[src/rtl/bus_arbiter_pkg.sv]
// Shared definitions for the two-master data bus arbiter: access lengths, FSM states,
// grant encodings and the alignment rule for load/store commands.
package bus_arbiter_pkg;

  localparam logic [1:0] LEN_BYTE = 2'b00;
  localparam logic [1:0] LEN_HALF = 2'b01;
  localparam logic [1:0] LEN_WORD = 2'b10;

  localparam logic GRANT_IF = 1'b0;
  localparam logic GRANT_LS = 1'b1;

  typedef enum logic [1:0] {
    ST_IDLE   = 2'b00,
    ST_ACCESS = 2'b01,
    ST_RESP   = 2'b10
  } arb_state_t;

  // Length code 11 is never legal; halves need even, words need 4-byte aligned addresses.
  function automatic logic ls_misaligned(input logic [1:0] len, input logic [1:0] addr_lo);
    logic bad;
    bad = 1'b1;
    case (len)
      LEN_BYTE: bad = 1'b0;
      LEN_HALF: bad = addr_lo[0];
      LEN_WORD: bad = (addr_lo != 2'b00);
      default:  bad = 1'b1;
    endcase
    return bad;
  endfunction

endpackage

[src/rtl/bus_arbiter_rr_arbiter2.sv]
// Two-way round-robin pick: a lone requester wins outright, under contention the
// master that was not granted last time wins.
module rr_arbiter2
  import bus_arbiter_pkg::*;
(
  input  logic [1:0] req,
  input  logic       last_grant,
  output logic       grant,
  output logic       valid
);

  always_comb begin
    grant = GRANT_IF;
    valid = |req;
    if (req[0] && req[1]) begin
      grant = ~last_grant;
    end else if (req[1]) begin
      grant = GRANT_LS;
    end
  end

endmodule

[src/rtl/bus_arbiter.sv]
// Shares the SoC data bus between instruction fetch (read-only) and the load/store unit:
// round-robin grant, one access at a time, fixed wait states, one-cycle ack per master.
module bus_arbiter
  import bus_arbiter_pkg::*;
#(
  parameter int WAIT_CYCLES = 1
) (
  input  logic        clk,
  input  logic        rst,
  input  logic        if_req,
  input  logic [31:0] if_addr,
  output logic        if_ack,
  output logic [31:0] if_rdata,
  output logic        if_err,
  input  logic        ls_req,
  input  logic        ls_rw,
  input  logic [1:0]  ls_len,
  input  logic [31:0] ls_addr,
  input  logic [31:0] ls_wdata,
  output logic        ls_ack,
  output logic [31:0] ls_rdata,
  output logic        ls_err,
  output logic        bus_rw,
  output logic [1:0]  bus_len,
  output logic [31:0] bus_addr,
  output logic [31:0] bus_write,
  input  logic [31:0] bus_read,
  input  logic        bus_exception
);

  localparam int CNT_W = (WAIT_CYCLES > 1) ? $clog2(WAIT_CYCLES) : 1;
  localparam logic [CNT_W-1:0] CNT_LAST = CNT_W'(WAIT_CYCLES - 1);

  arb_state_t       state_reg;
  logic [CNT_W-1:0] wait_cnt_reg;
  logic             last_grant_reg;
  logic             cmd_master_reg;

  logic        arb_grant;
  logic        arb_valid;
  logic        sel_rw;
  logic [1:0]  sel_len;
  logic [31:0] sel_addr;
  logic [31:0] sel_wdata;
  logic        sel_err;

  rr_arbiter2 u_rr (
    .req        ({ls_req, if_req}),
    .last_grant (last_grant_reg),
    .grant      (arb_grant),
    .valid      (arb_valid)
  );

  // Command of the master the arbiter would grant this cycle; fetches are always word reads.
  always_comb begin
    sel_rw    = 1'b0;
    sel_len   = LEN_WORD;
    sel_addr  = if_addr;
    sel_wdata = 32'd0;
    sel_err   = (if_addr[1:0] != 2'b00);
    if (arb_grant == GRANT_LS) begin
      sel_rw    = ls_rw;
      sel_len   = ls_len;
      sel_addr  = ls_addr;
      sel_wdata = ls_wdata;
      sel_err   = ls_misaligned(ls_len, ls_addr[1:0]);
    end
  end

  always_ff @(posedge clk or posedge rst) begin
    if (rst) begin
      state_reg      <= ST_IDLE;
      wait_cnt_reg   <= '0;
      last_grant_reg <= GRANT_LS;
      cmd_master_reg <= GRANT_IF;
      if_ack         <= 1'b0;
      if_rdata       <= 32'd0;
      if_err         <= 1'b0;
      ls_ack         <= 1'b0;
      ls_rdata       <= 32'd0;
      ls_err         <= 1'b0;
      bus_rw         <= 1'b0;
      bus_len        <= 2'b00;
      bus_addr       <= 32'd0;
      bus_write      <= 32'd0;
    end else begin
      if_ack <= 1'b0;
      ls_ack <= 1'b0;
      case (state_reg)
        ST_IDLE: begin
          if (arb_valid) begin
            last_grant_reg <= arb_grant;
            cmd_master_reg <= arb_grant;
            if (sel_err) begin
              // Rejected commands never reach the bus; answer straight away.
              state_reg <= ST_RESP;
              if (arb_grant == GRANT_IF) begin
                if_ack <= 1'b1;
                if_err <= 1'b1;
              end else begin
                ls_ack <= 1'b1;
                ls_err <= 1'b1;
              end
            end else begin
              state_reg    <= ST_ACCESS;
              wait_cnt_reg <= '0;
              bus_rw       <= sel_rw;
              bus_len      <= sel_len;
              bus_addr     <= sel_addr;
              bus_write    <= sel_wdata;
            end
          end
        end

        ST_ACCESS: begin
          if (wait_cnt_reg == CNT_LAST) begin
            state_reg <= ST_RESP;
            bus_rw    <= 1'b0;
            bus_len   <= 2'b00;
            bus_addr  <= 32'd0;
            bus_write <= 32'd0;
            if (cmd_master_reg == GRANT_IF) begin
              if_ack   <= 1'b1;
              if_rdata <= bus_read;
              if_err   <= bus_exception;
            end else begin
              ls_ack   <= 1'b1;
              ls_rdata <= bus_read;
              ls_err   <= bus_exception;
            end
          end else begin
            wait_cnt_reg <= wait_cnt_reg + 1'b1;
          end
        end

        ST_RESP: begin
          state_reg <= ST_IDLE;
        end

        default: begin
          state_reg <= ST_IDLE;
        end
      endcase
    end
  end

endmodule

[config.mk]
export PLATFORM = sky130hd
export DESIGN_NAME = bus_arbiter
export DESIGN_NICKNAME = d
export VERILOG_FILES = /design/src/rtl/bus_arbiter_pkg.sv /design/src/rtl/bus_arbiter_rr_arbiter2.sv /design/src/rtl/bus_arbiter.sv
export SDC_FILE = /design/constraint.sdc
export NUM_CORES = 1
export LEC_CHECK = 0
export CORE_UTILIZATION = 35
export CTS_CLUSTER_DIAMETER = 80
export DETAILED_ROUTE_END_ITERATION = 16
export PLACE_DENSITY_LB_ADDON = 0.12
export SLEW_MARGIN = 20
export SYNTH_ARGS = -nofsm -noshare
export SYNTH_HDL_FRONTEND = slang
export SYNTH_HIERARCHICAL = 1
export SYNTH_SLANG_ARGS = --single-unit
[constraint.sdc]
create_clock -name clk -period 5.7 [get_ports clk]
set_clock_uncertainty 0.05 [all_clocks]
set_input_delay 1.71 -clock clk [delete_from_list [all_inputs] [get_ports clk]]
set_output_delay 1.71 -clock clk [all_outputs]
set_load 0.02 [all_outputs]
---- Yosys cells after proc, flatten, opt, wreduce, memory -nomap -nowiden ----
Cells that the tools add are included.
operators by class
  eq/ne operators ......................... 11
  bitwise operators ....................... 3
  reductions and logical operators ........ 15
  add/sub/neg operators ................... 1
  muxes and demuxes ....................... 55
operators by type and width
  kind                   count
  $mux W32               7
  $pmux W32 S2           2
  $mux W1                30
  $ne A2 B2 Y1 const B   8
  $mux W2                7
  $pmux W1 S2            6
  $reduce_and A6 Y1      2
  $reduce_and A3 Y1      3
  $pmux W2 S2            2
  $reduce_bool A2 Y1     3
  $eq A2 B1 Y1 const B   2
  $logic_not A2 Y1       2
  $reduce_and A2 Y1      2
  $reduce_and A4 Y1      1
  $not A1 Y1             3
  $pmux W1 S3            1
  $eq A2 B2 Y1 const B   1
  $reduce_or A2 Y1       1
  $add A1 B1 Y1 const B  1
  $logic_and A1 B1 Y1    1
word-level totals
  register bits ........................... 140
  output and inout bits ................... 135
  logic and storage cells ................. 99

---- Logic depth before layout (Yosys ltp) ----
Gate-level depths: netlist of the first run.
  word-level depth ........................ 6
  depth in mapped cells ................... 9

---- Hierarchy ----
Netlist of the first run, hierarchy kept.
by module, submodules not included
  module       area each (µm²)  cells each  instances
  bus_arbiter  6363.6           486         1
  rr_arbiter2  13.8             2           1

---- Worst setup path before layout of the first run ----
OpenSTA, ideal clock, no wires.
  path kind ............................... input-to-reg
  start point ............................. in ls_req
  end point ............................... reg bus_addr[0]
  path slack .............................. 2.515 ns
  cell stages on the path ................. 9
  setup time .............................. 0.086 ns
  arrival time ............................ 3.049 ns
  cells stage by stage .................... a21boi_1 > buf_4 > nor3_1 > a211o_1 > buf_6 > and2_4 > buf_6 > buf_12 > o221ai_2
on the way
  longest elaborated chain between the ends .. 6
  elaborated cells on any way between the ends .. 12
  classes of those cells .................. eq/ne: 2; mux: 7; reduce/logical: 3
RTL lines
  item                                            line                                                          text
  start, declared                                 bus_arbiter.sv:15                                             input logic ls_req,
  $mux W1 or $logic_and A1 B1 Y1 (tied branches)  bus_arbiter_rr_arbiter2.sv:17, bus_arbiter_rr_arbiter2.sv:15
  $mux W1                                         bus_arbiter_rr_arbiter2.sv:15                                 if (req[0] && req[1]) begin
  $mux W32                                        bus_arbiter.sv:61                                             if (arb_grant == GRANT_LS) begin
  $mux W32                                        bus_arbiter.sv:94                                             if (sel_err) begin
  $mux W32                                        bus_arbiter.sv:91                                             if (arb_valid) begin
  $pmux W32 S2                                    bus_arbiter.sv:89                                             case (state_reg)
  end signal, assigned                            bus_arbiter.sv:109                                            bus_addr <= sel_addr;
  end, declared                                   bus_arbiter.sv:25                                             output logic [31:0] bus_addr,
Several ways; a longest one is shown, not always the timed one. The select of a mux whose other input is x is not followed.
A chain may end at the register's enable or synchronous reset.

---- Worst setup path after layout of the first run ----
  start point ............................. in ls_req
  end point ............................... reg bus_len[1]
on the way
  longest elaborated chain between the ends .. 6
  elaborated cells on any way between the ends .. 12
  classes of those cells .................. eq/ne: 2; mux: 7; reduce/logical: 3
RTL lines
  item                                            line                                                          text
  $mux W1 or $logic_and A1 B1 Y1 (tied branches)  bus_arbiter_rr_arbiter2.sv:17, bus_arbiter_rr_arbiter2.sv:15
  $mux W1 (*)                                     bus_arbiter_rr_arbiter2.sv:15
  named net arb_grant                             bus_arbiter.sv:39                                             logic arb_grant;
  $mux W2                                         bus_arbiter.sv:61
  $mux W2                                         bus_arbiter.sv:94
  $mux W2                                         bus_arbiter.sv:91
  $pmux W2 S2                                     bus_arbiter.sv:89
  end signal, assigned                            bus_arbiter.sv:108                                            bus_len <= sel_len;
  end, declared                                   bus_arbiter.sv:24                                             output logic [1:0] bus_len,
Mark *: on every way through the listed nets, which the timed path passes. The rest lies on a longest branch. The select of a mux whose other input is x is not followed.

==> flow_summary.toml, run 1 <==
[outcome]
status = "complete, no violations"

[pwr]
ir_drop_mv = 0.347
p_per_area_mw_per_mm2 = 551
p_leak_nw = 3.94

[logic_synthesis]
ys_seq_area_frac = 0.546
ys.flop_type = "dfrtp_1"
netlist_area_sq_mm = 0.00638
yosys_warnings = 6
ys_ff_latch = 139
synthesis.nets = 624
synth_edf_count = 0
syn_inst = 488
syn_avg_cell_area_sq_um = 13.1
async_reset_ff_frac = 1.00
synth_cell_types = 38

[worst_setup_path]
criticalPathCategory = "input port to flip-flop"
critical_path.endpoint_type = "flip-flop"
arrival_ns = 4.15
r2r_start = "last_grant_reg"
required_ns = 5.89
r2r_slack_ns = 3.17
startpoint_type = "input port"
crit_fanout = 34
critPathLaunch = "ls_req"

[cts]
clkTransAtPathRegs_ns = 0.05
cts_root_buf = "clkbuf_16"
ctsHoldBuffers = 0
post_cts_buffers = 0
cts_tree = "built"
clock-sinks = 139
cts_htree_levels = 4
cts_resized = 0
clk-insertion-delay-late_ns = 0.40
numCtsBuffers = 17
clk_path_buf_depth = 2

[timing]
hold_slack_ns = 0.440
max_slew_margin = 0.417
setup_tns_ns = 0
worst_pin_slew_ns = 0.875
final-max-slew-violation-count = 0
setup_viol = 0
period_share = 0.694
rsz0062_at_grt = "false"
fmax_ghz = 0.253
finalHoldViolCount = 0
fin_crit_ns = 3.96

[final_layout]
layout.nets = 879
ff_latch_area_sq_mm = 0.00348
final_cell_mix = "270 x clkdlybuf4s50_1, 137 x dfrtp_1, 93 x mux2_2"
multi_input_area_sq_mm = 0.00265
fillers = 1458
antennaDiodeCount = 0
areaGrowthSynthToFinish_pct = 53.0
drive_above_1_share = 0.228
final_common_cell = "clkdlybuf4s50_1"

[floorplanning]
pin_count = 271
rows = 48
dieArea_sq_mm = 0.0188
die-width_um = 137
fp.dieH_um = 137
core_sq_mm = 0.0175
start_util = 0.364

[global_route]
grt_antenna_before_repair = 0
grt_pass1_vias = 5184
grt_overflow = 0
grt_pass1_wl_mm = 27.5
grt_max_degree = 76
grt_usage = 0.192

[worst_hold_path]
worstHoldStart = "if_err"
hold_path_class = "flip-flop to flip-flop"

[job]
cap_violations = 0

[detailed_routing]
detail-route-antenna-nets = 0
drc_errors = 0
wirelength_mm = 17.6
drt_pre_antenna_iters = 5
dr.first_iter.drc_count = 184
vias = 4919
via_per_inst = 5.02
wl_per_cell_um = 17.9

[placed_design]
place_congestion = 0.731
io_buffers = 270
place_hpwl_mm = 12.3
## power breakdown
part	switching, mW	leakage [nW]	internal [mW]
clock network	0.407	0.273	0.634
logic	1.26	1.98	1.33
registers	0.286	1.69	1.45
total	1.96	3.94	3.42
## critical path, stage by stage
cell             delay (ns)
clkdlybuf4s50_1        0.47
a21boi_4               0.58
nor4b_2                0.47
a211o_1                0.18
and2_4                 0.51
o221ai_1               0.20
## routing by layer
layer | GRT usage | up-vias | share of wire
met5 | 0 | - | 0
met4 | 0.0757 | 0 | 0.021
met1 | 0.232 | 2429 | 0.41
li1 | - | 2277 | -
met2 | 0.315 | 188 | 0.49
met3 | 0.0656 | 25 | 0.086
## logic make-up after synthesis
kind of cell | after synthesis | share of synthesized area
buf+inv | 45 | 0.0422
mux | 97 | 0.171
flops | 139 | 0.546
simple gates | 126 | 0.102
compound gates | 81 | 0.139
## cells in the mapped netlist (2+ instances only)
cell type	count	area, sq um
dfrtp_1	138	3450
mux2_2	93	1050
nand2_1	39	146
nand2b_1	36	225
a22o_1	33	289
nand3_1	32	160
o221ai_2	30	450
clkbuf_1	19	71.3
buf_2	14	70.1
buf_4	5	37.5
nor2_1	5	18.8
nor2b_1	4	25.0
o21ai_0	4	20.0
buf_12	3	60.1
mux2_1	3	33.8
o221ai_1	3	26.3
buf_6	2	22.5
inv_1	2	7.51
nand3b_1	2	15.0
nor3_1	2	10.0
or2_1	2	12.5
## stage by stage
| stage | util | total power [mW] | std cells | setup slack (ns) | instance area [sq um] |
|---|---|---|---|---|---|
| after floorplan | - | 3.13 | 488 | 0.217 | 6380 |
| after global placement | 0.524 | 4.31 | 949 | 1.41 | 9190 |
| after detailed placement | 0.524 | 4.38 | 949 | 1.29 | 9190 |
| after CTS | 0.556 | 5.45 | 980 | 1.71 | 9750 |
| after global routing | 0.557 | 5.70 | 980 | 1.56 | 9760 |
| final | 0.557 | 5.38 | 980 | 1.74 | 9760 |
## area by class of cell
class,count,area share
multi-input cells,304,0.272
clock inverters,9,0.00923
repair buffers,279,0.284
inverters,2,0.00128
flip-flops and latches,139,0.357
clock buffers,22,0.0486
well taps,225,0.0288
## final timing paths
kind                       cells after the start             to
setup reg to reg                               5     bus_len[1]
min in group asynchronous                      2  bus_write[22]
setup / recovery                               6     bus_len[1]
hold reg to reg                                1         if_err
max in group asynchronous                      3   bus_addr[21]
hold / removal                                 1         if_err
Power figures use the tool's default switching activity.
==> run 2: changes to the inputs <==
- clock period: 5.7 -> 3.55 ns (I/O delays scaled with it)
==> run 2 against run 1 <==
Against the previous run:
- wire length is 0.44% lower
- sequential cell count did not move
- non-clock buffer count grew 7
- first-iteration DRC count decreased by 3.8%
- combinational power increased by 60%
- setup slack lost 1.1 ns
- global-route usage barely moved
- via count grew 0.35%
- register-to-register slack worse by 1.9 ns
- largest cell class unchanged
==> flow_summary.toml, run 2 (synthesis gave the netlist of run 1 again) <==
[outcome]
status = "complete, no violations"

[detailed_routing]
via_per_inst = 5.00
detail-route-antenna-nets = 0
drt_pre_antenna_iters = 4
dr.first_iter.drc_count = 177
wirelength_mm = 17.5
vias = 4936
wl_per_cell_um = 17.7
drc_errors = 0

[worst_setup_path]
criticalPathCategory = "input port to flip-flop"
arrival_ns = 3.11
required_ns = 3.77
r2r_end = "ls_rdata[13]"
r2r_slack_ns = 1.28
critical_path.endpoint_type = "flip-flop"
rr_worst_depth = 4
crit_fanout = 34
r2r_start = "state_reg[0]"
startpoint_type = "input port"

[floorplanning]
fp.dieH_um = 137
rows = 48
core_sq_mm = 0.0175
pin_count = 271
start_util = 0.364
die-width_um = 137
dieArea_sq_mm = 0.0188

[placed_design]
io_buffers = 270
place_hpwl_mm = 12.6
place_congestion = 0.775
dp.cells = 956

[timing]
fin_crit_ns = 2.89
max_slew_margin = 0.503
period_share = 0.814
finalHoldViolCount = 0
final-max-slew-violation-count = 0
worst_pin_slew_ns = 0.746
setup_tns_ns = 0
rsz0062_at_grt = "false"
setup_viol = 0
fmax_ghz = 0.346

[job]
cap_violations = 0

[worst_hold_path]
hold_path_class = "flip-flop to flip-flop"
whs_path_depth = 2
worstHoldStart = "last_grant_reg"
hold_end = "last_grant_reg"

[pwr]
p_per_area_mw_per_mm2 = 886
p_leak_nw = 3.99
ir_drop_mv = 0.543

[final_layout]
final_common_cell = "clkdlybuf4s50_1"
antennaDiodeCount = 0
layout.nets = 886
final_cell_mix = "270 x clkdlybuf4s50_1, 137 x dfrtp_1, 93 x mux2_2"
drive_above_1_share = 0.237
final_cells = 988
areaGrowthSynthToFinish_pct = 54.5
utilization = 0.562
ff_latch_area_sq_mm = 0.00348
fillers = 1455
multi_input_area_sq_mm = 0.00265

[global_route]
grt_max_degree = 53
grt_antenna_before_repair = 0
grt_pass1_wl_mm = 27.3
grt_overflow = 0
grt_usage = 0.192
grt_pass1_vias = 5199

[cts]
clkTransAtPathRegs_ns = 0.06
ctsHoldBuffers = 0
cts_tree = "built"
post_cts_buffers = 0
cts_root_buf = "clkbuf_16"
cts_resized = 0
clk_path_buf_depth = 2
numCtsBuffers = 17
clock-sinks = 139
cts_htree_levels = 4
clk-insertion-delay-late_ns = 0.42
[run 2: changes by cell type in the layout (fill, tap and decap cells not counted)]
cell        before  now
buf_4            9   14
clkbuf_8         3    0
inv_6            2    5
clkinvlp_4       2    4
buf_12           0    1
buf_8            0    1
bufinv_16        1    2
clkbuf_1         2    1
clkinv_2         2    1
clkinv_4         3    2
inv_8            0    1
nor2_2           0    1
nor2_4           1    0
[run 2: per-layer routing]
layer  vias to the layer above  track usage  part of all wire
met2                       175        0.321              0.49
met4                         0       0.0702             0.015
met3                        19       0.0659             0.078
li1                       2306            -                 -
met1                      2436        0.228              0.41
met5                         -            0                 0
[run 2: report_power, final]
part	leakage, nW	internal (mW)	switching [mW]
combinational	2.02	2.16	2.00
sequential	1.69	2.33	0.468
clock	0.280	1.05	0.722
total	3.99	5.54	3.19
[run 2: worst max path at each step]
stage | depth (start not counted) | startpoint | slack [ns] | endpoint
2_1_floorplan | 1 | rst | 0.70 | bus_addr[0]
3_3_place_gp | 6 | ls_req | 0.03 | bus_write[25]
3_5_place_dp | 6 | ls_req | 0.22 | bus_addr[30]
4_1_cts | 6 | ls_req | 0.66 | bus_len[1]
5_1_grt | 6 | ls_req | 0.50 | bus_len[0]
6_report | 6 | ls_req | 0.66 | bus_addr[31]
[run 2: per-stage QoR]
step	power, mW	setup WS, ns	cell area, sq um	hold WS, ns
after floorplan	5.03	0.701	6380	0.389
after global placement	6.93	0.0345	9250	0.424
after detailed placement	7.04	0.216	9260	0.434
after CTS	8.85	0.659	9850	0.443
after global routing	9.24	0.501	9850	0.459
final	8.73	0.659	9850	0.437
[run 2: area by class of cell]
cell class,instances,share of cell area
clock buffers,18,0.0436
clock inverters,14,0.0163
inverters,2,0.00114
multi-input cells,304,0.269
flip-flops and latches,139,0.353
well taps,225,0.0286
repair buffers,286,0.289
[run 2: worst max-delay path, stage by stage]
cell and delay, ns:
clkdlybuf4s50_1 0.48, a21boi_4 0.26, nor4b_2 0.41, a211o_1 0.19, and2_4 0.52, o221ai_1 0.18
==> run 3: changes to the inputs <==
- clock period: 3.55 -> 2.9 ns (I/O delays scaled with it)
==> run 3 against run 2 <==
Against the previous run:
- critical path depth is 1 higher
- worst hold slack gained 0.0035 ns
- global-route usage decreased by 0.26 points
- clock power rose by 15%
- sequential cell count stayed put
- non-clock buffer count grew 9
- utilization is 0.39 points higher
- first-iteration DRC count shrank 10%
- sequential share of layout area decreased by 0.25 points
==> flow_summary.toml, run 3 (synthesis gave the netlist of run 1 again) <==
[outcome]
status = "complete, no violations"

[detailed_routing]
drt_pre_antenna_iters = 4
vias = 4945
drc_errors = 0
via_per_inst = 4.96
detail-route-antenna-nets = 0
wirelength_mm = 17.3
dr.first_iter.drc_count = 159
wl_per_cell_um = 17.4

[worst_setup_path]
criticalPathCategory = "input port to flip-flop"
rr_worst_depth = 6
worst-path-buf-inv = 2
r2r_start = "last_grant_reg"
critPathSlowestCell = "o31ai_4"
cpPeakStageDelay_ns = 0.63
startpoint_type = "input port"
r2r_slack_ns = 0.74
r2r_end = "bus_write[1]"
arrival_ns = 2.93
critical_path.endpoint_type = "flip-flop"
required_ns = 3.20
crit_fanout = 19
crit_chain = "clkdlybuf4s50_1 > a21boi_4 > nor3_1 > a21o_1 > o31ai_4 > buf_8 > a22o_1"
cpLargestDelayFamily = "compound AO/OA/AOI/OAI gates"
critPathLaunch = "ls_req"

[cts]
clk_path_buf_depth = 2
cts_resized = 0
numCtsBuffers = 17
post_cts_buffers = 0
clkTransAtPathRegs_ns = 0.06
cts_tree = "built"
cts_root_buf = "clkbuf_16"
clock-sinks = 139
clk-insertion-delay-late_ns = 0.41
cts_htree_levels = 4
ctsHoldBuffers = 0

[floorplanning]
die-width_um = 137
rows = 48
fp.dieH_um = 137
pin_count = 271
start_util = 0.364
dieArea_sq_mm = 0.0188
core_sq_mm = 0.0175

[final_layout]
layout.nets = 895
utilization = 0.566
final_cells = 997
drive_above_1_share = 0.247
final_cell_mix = "270 x clkdlybuf4s50_1, 137 x dfrtp_1, 93 x mux2_2"
final_common_cell = "clkdlybuf4s50_1"
antennaDiodeCount = 0
areaGrowthSynthToFinish_pct = 55.5

[worst_hold_path]
hold_path_class = "flip-flop to flip-flop"
whs_path_depth = 2
hold_end = "last_grant_reg"
worstHoldStart = "last_grant_reg"

[global_route]
grt_pass1_vias = 5205
grt_max_degree = 89
grt_usage = 0.190
grt_pass1_wl_mm = 27.1
grt_antenna_before_repair = 0
grt_overflow = 0

[timing]
fin_crit_ns = 2.63
setup_viol = 0
rsz0062_at_grt = "false"
finalHoldViolCount = 0
period_share = 0.908
worst_pin_slew_ns = 0.702
max_slew_margin = 0.532
fmax_ghz = 0.380
setup_tns_ns = 0
final-max-slew-violation-count = 0

[placed_design]
io_buffers = 270
place_congestion = 0.790
dp.cells = 965
place_hpwl_mm = 12.7

[pwr]
p_per_area_mw_per_mm2 = 1070
ir_drop_mv = 0.548
p_leak_nw = 4.02

[job]
cap_violations = 0
==> run 3: worst reg2reg max path, stage by stage, from the launching register on <==
cell and delay (ns):
dfstp_2 0.57, a21boi_4 0.08, nor2b_1 0.15, a21o_1 0.21
o31ai_4 0.63, buf_8 0.25, a22o_1 0.17
==> run 3: report_power, final <==
group	internal [mW]	switching [mW]	total [mW]
logic	2.67	2.43	5.10
clock network	1.15	0.885	2.03
registers	2.86	0.593	3.45
total	6.67	3.91	10.6
==> run 3: layout make-up <==
type	count	area, sq um
Timing Repair Buffer	295	2940
Tap cell	225	282
Clock buffer	18	439
Multi-Input combinational cell	304	2650
Fill cell	1452	7620
Inverter	2	11.3
Clock inverter	14	126
Sequential cell	139	3480
==> run 3: how the worst max path moves through the flow <==
stage | end | slack (ns) | cells after the start
after detailed placement | bus_write[1] | -0.20 | 7
after global routing | bus_write[12] | 0.14 | 7
after global placement | bus_write[26] | -0.41 | 6
after floorplan | bus_addr[0] | 0.25 | 1
after CTS | bus_write[1] | 0.25 | 7
final | bus_write[1] | 0.27 | 7
==> run 3: routing by layer <==
layer / up-vias / global-route usage / share of wire
met3: 18 / 0.0630 / 0.084
met1: 2420 / 0.224 / 0.40
li1: 2324 / - / -
met2: 183 / 0.320 / 0.50
met5: - / 0 / 0
met4: 0 / 0.0659 / 0.015
==> run 3: through the flow <==
step                worst slack, ns  hold WS, ns  power, mW  instance area, sq um
floorplan                     0.246        0.389       6.15                  6380
global placement             -0.406        0.424       8.51                  9340
detailed placement           -0.202        0.435       8.65                  9350
CTS                           0.245        0.446       10.7                  9920
global route                  0.143        0.458       11.2                  9920
finish                        0.267        0.441       10.6                  9920
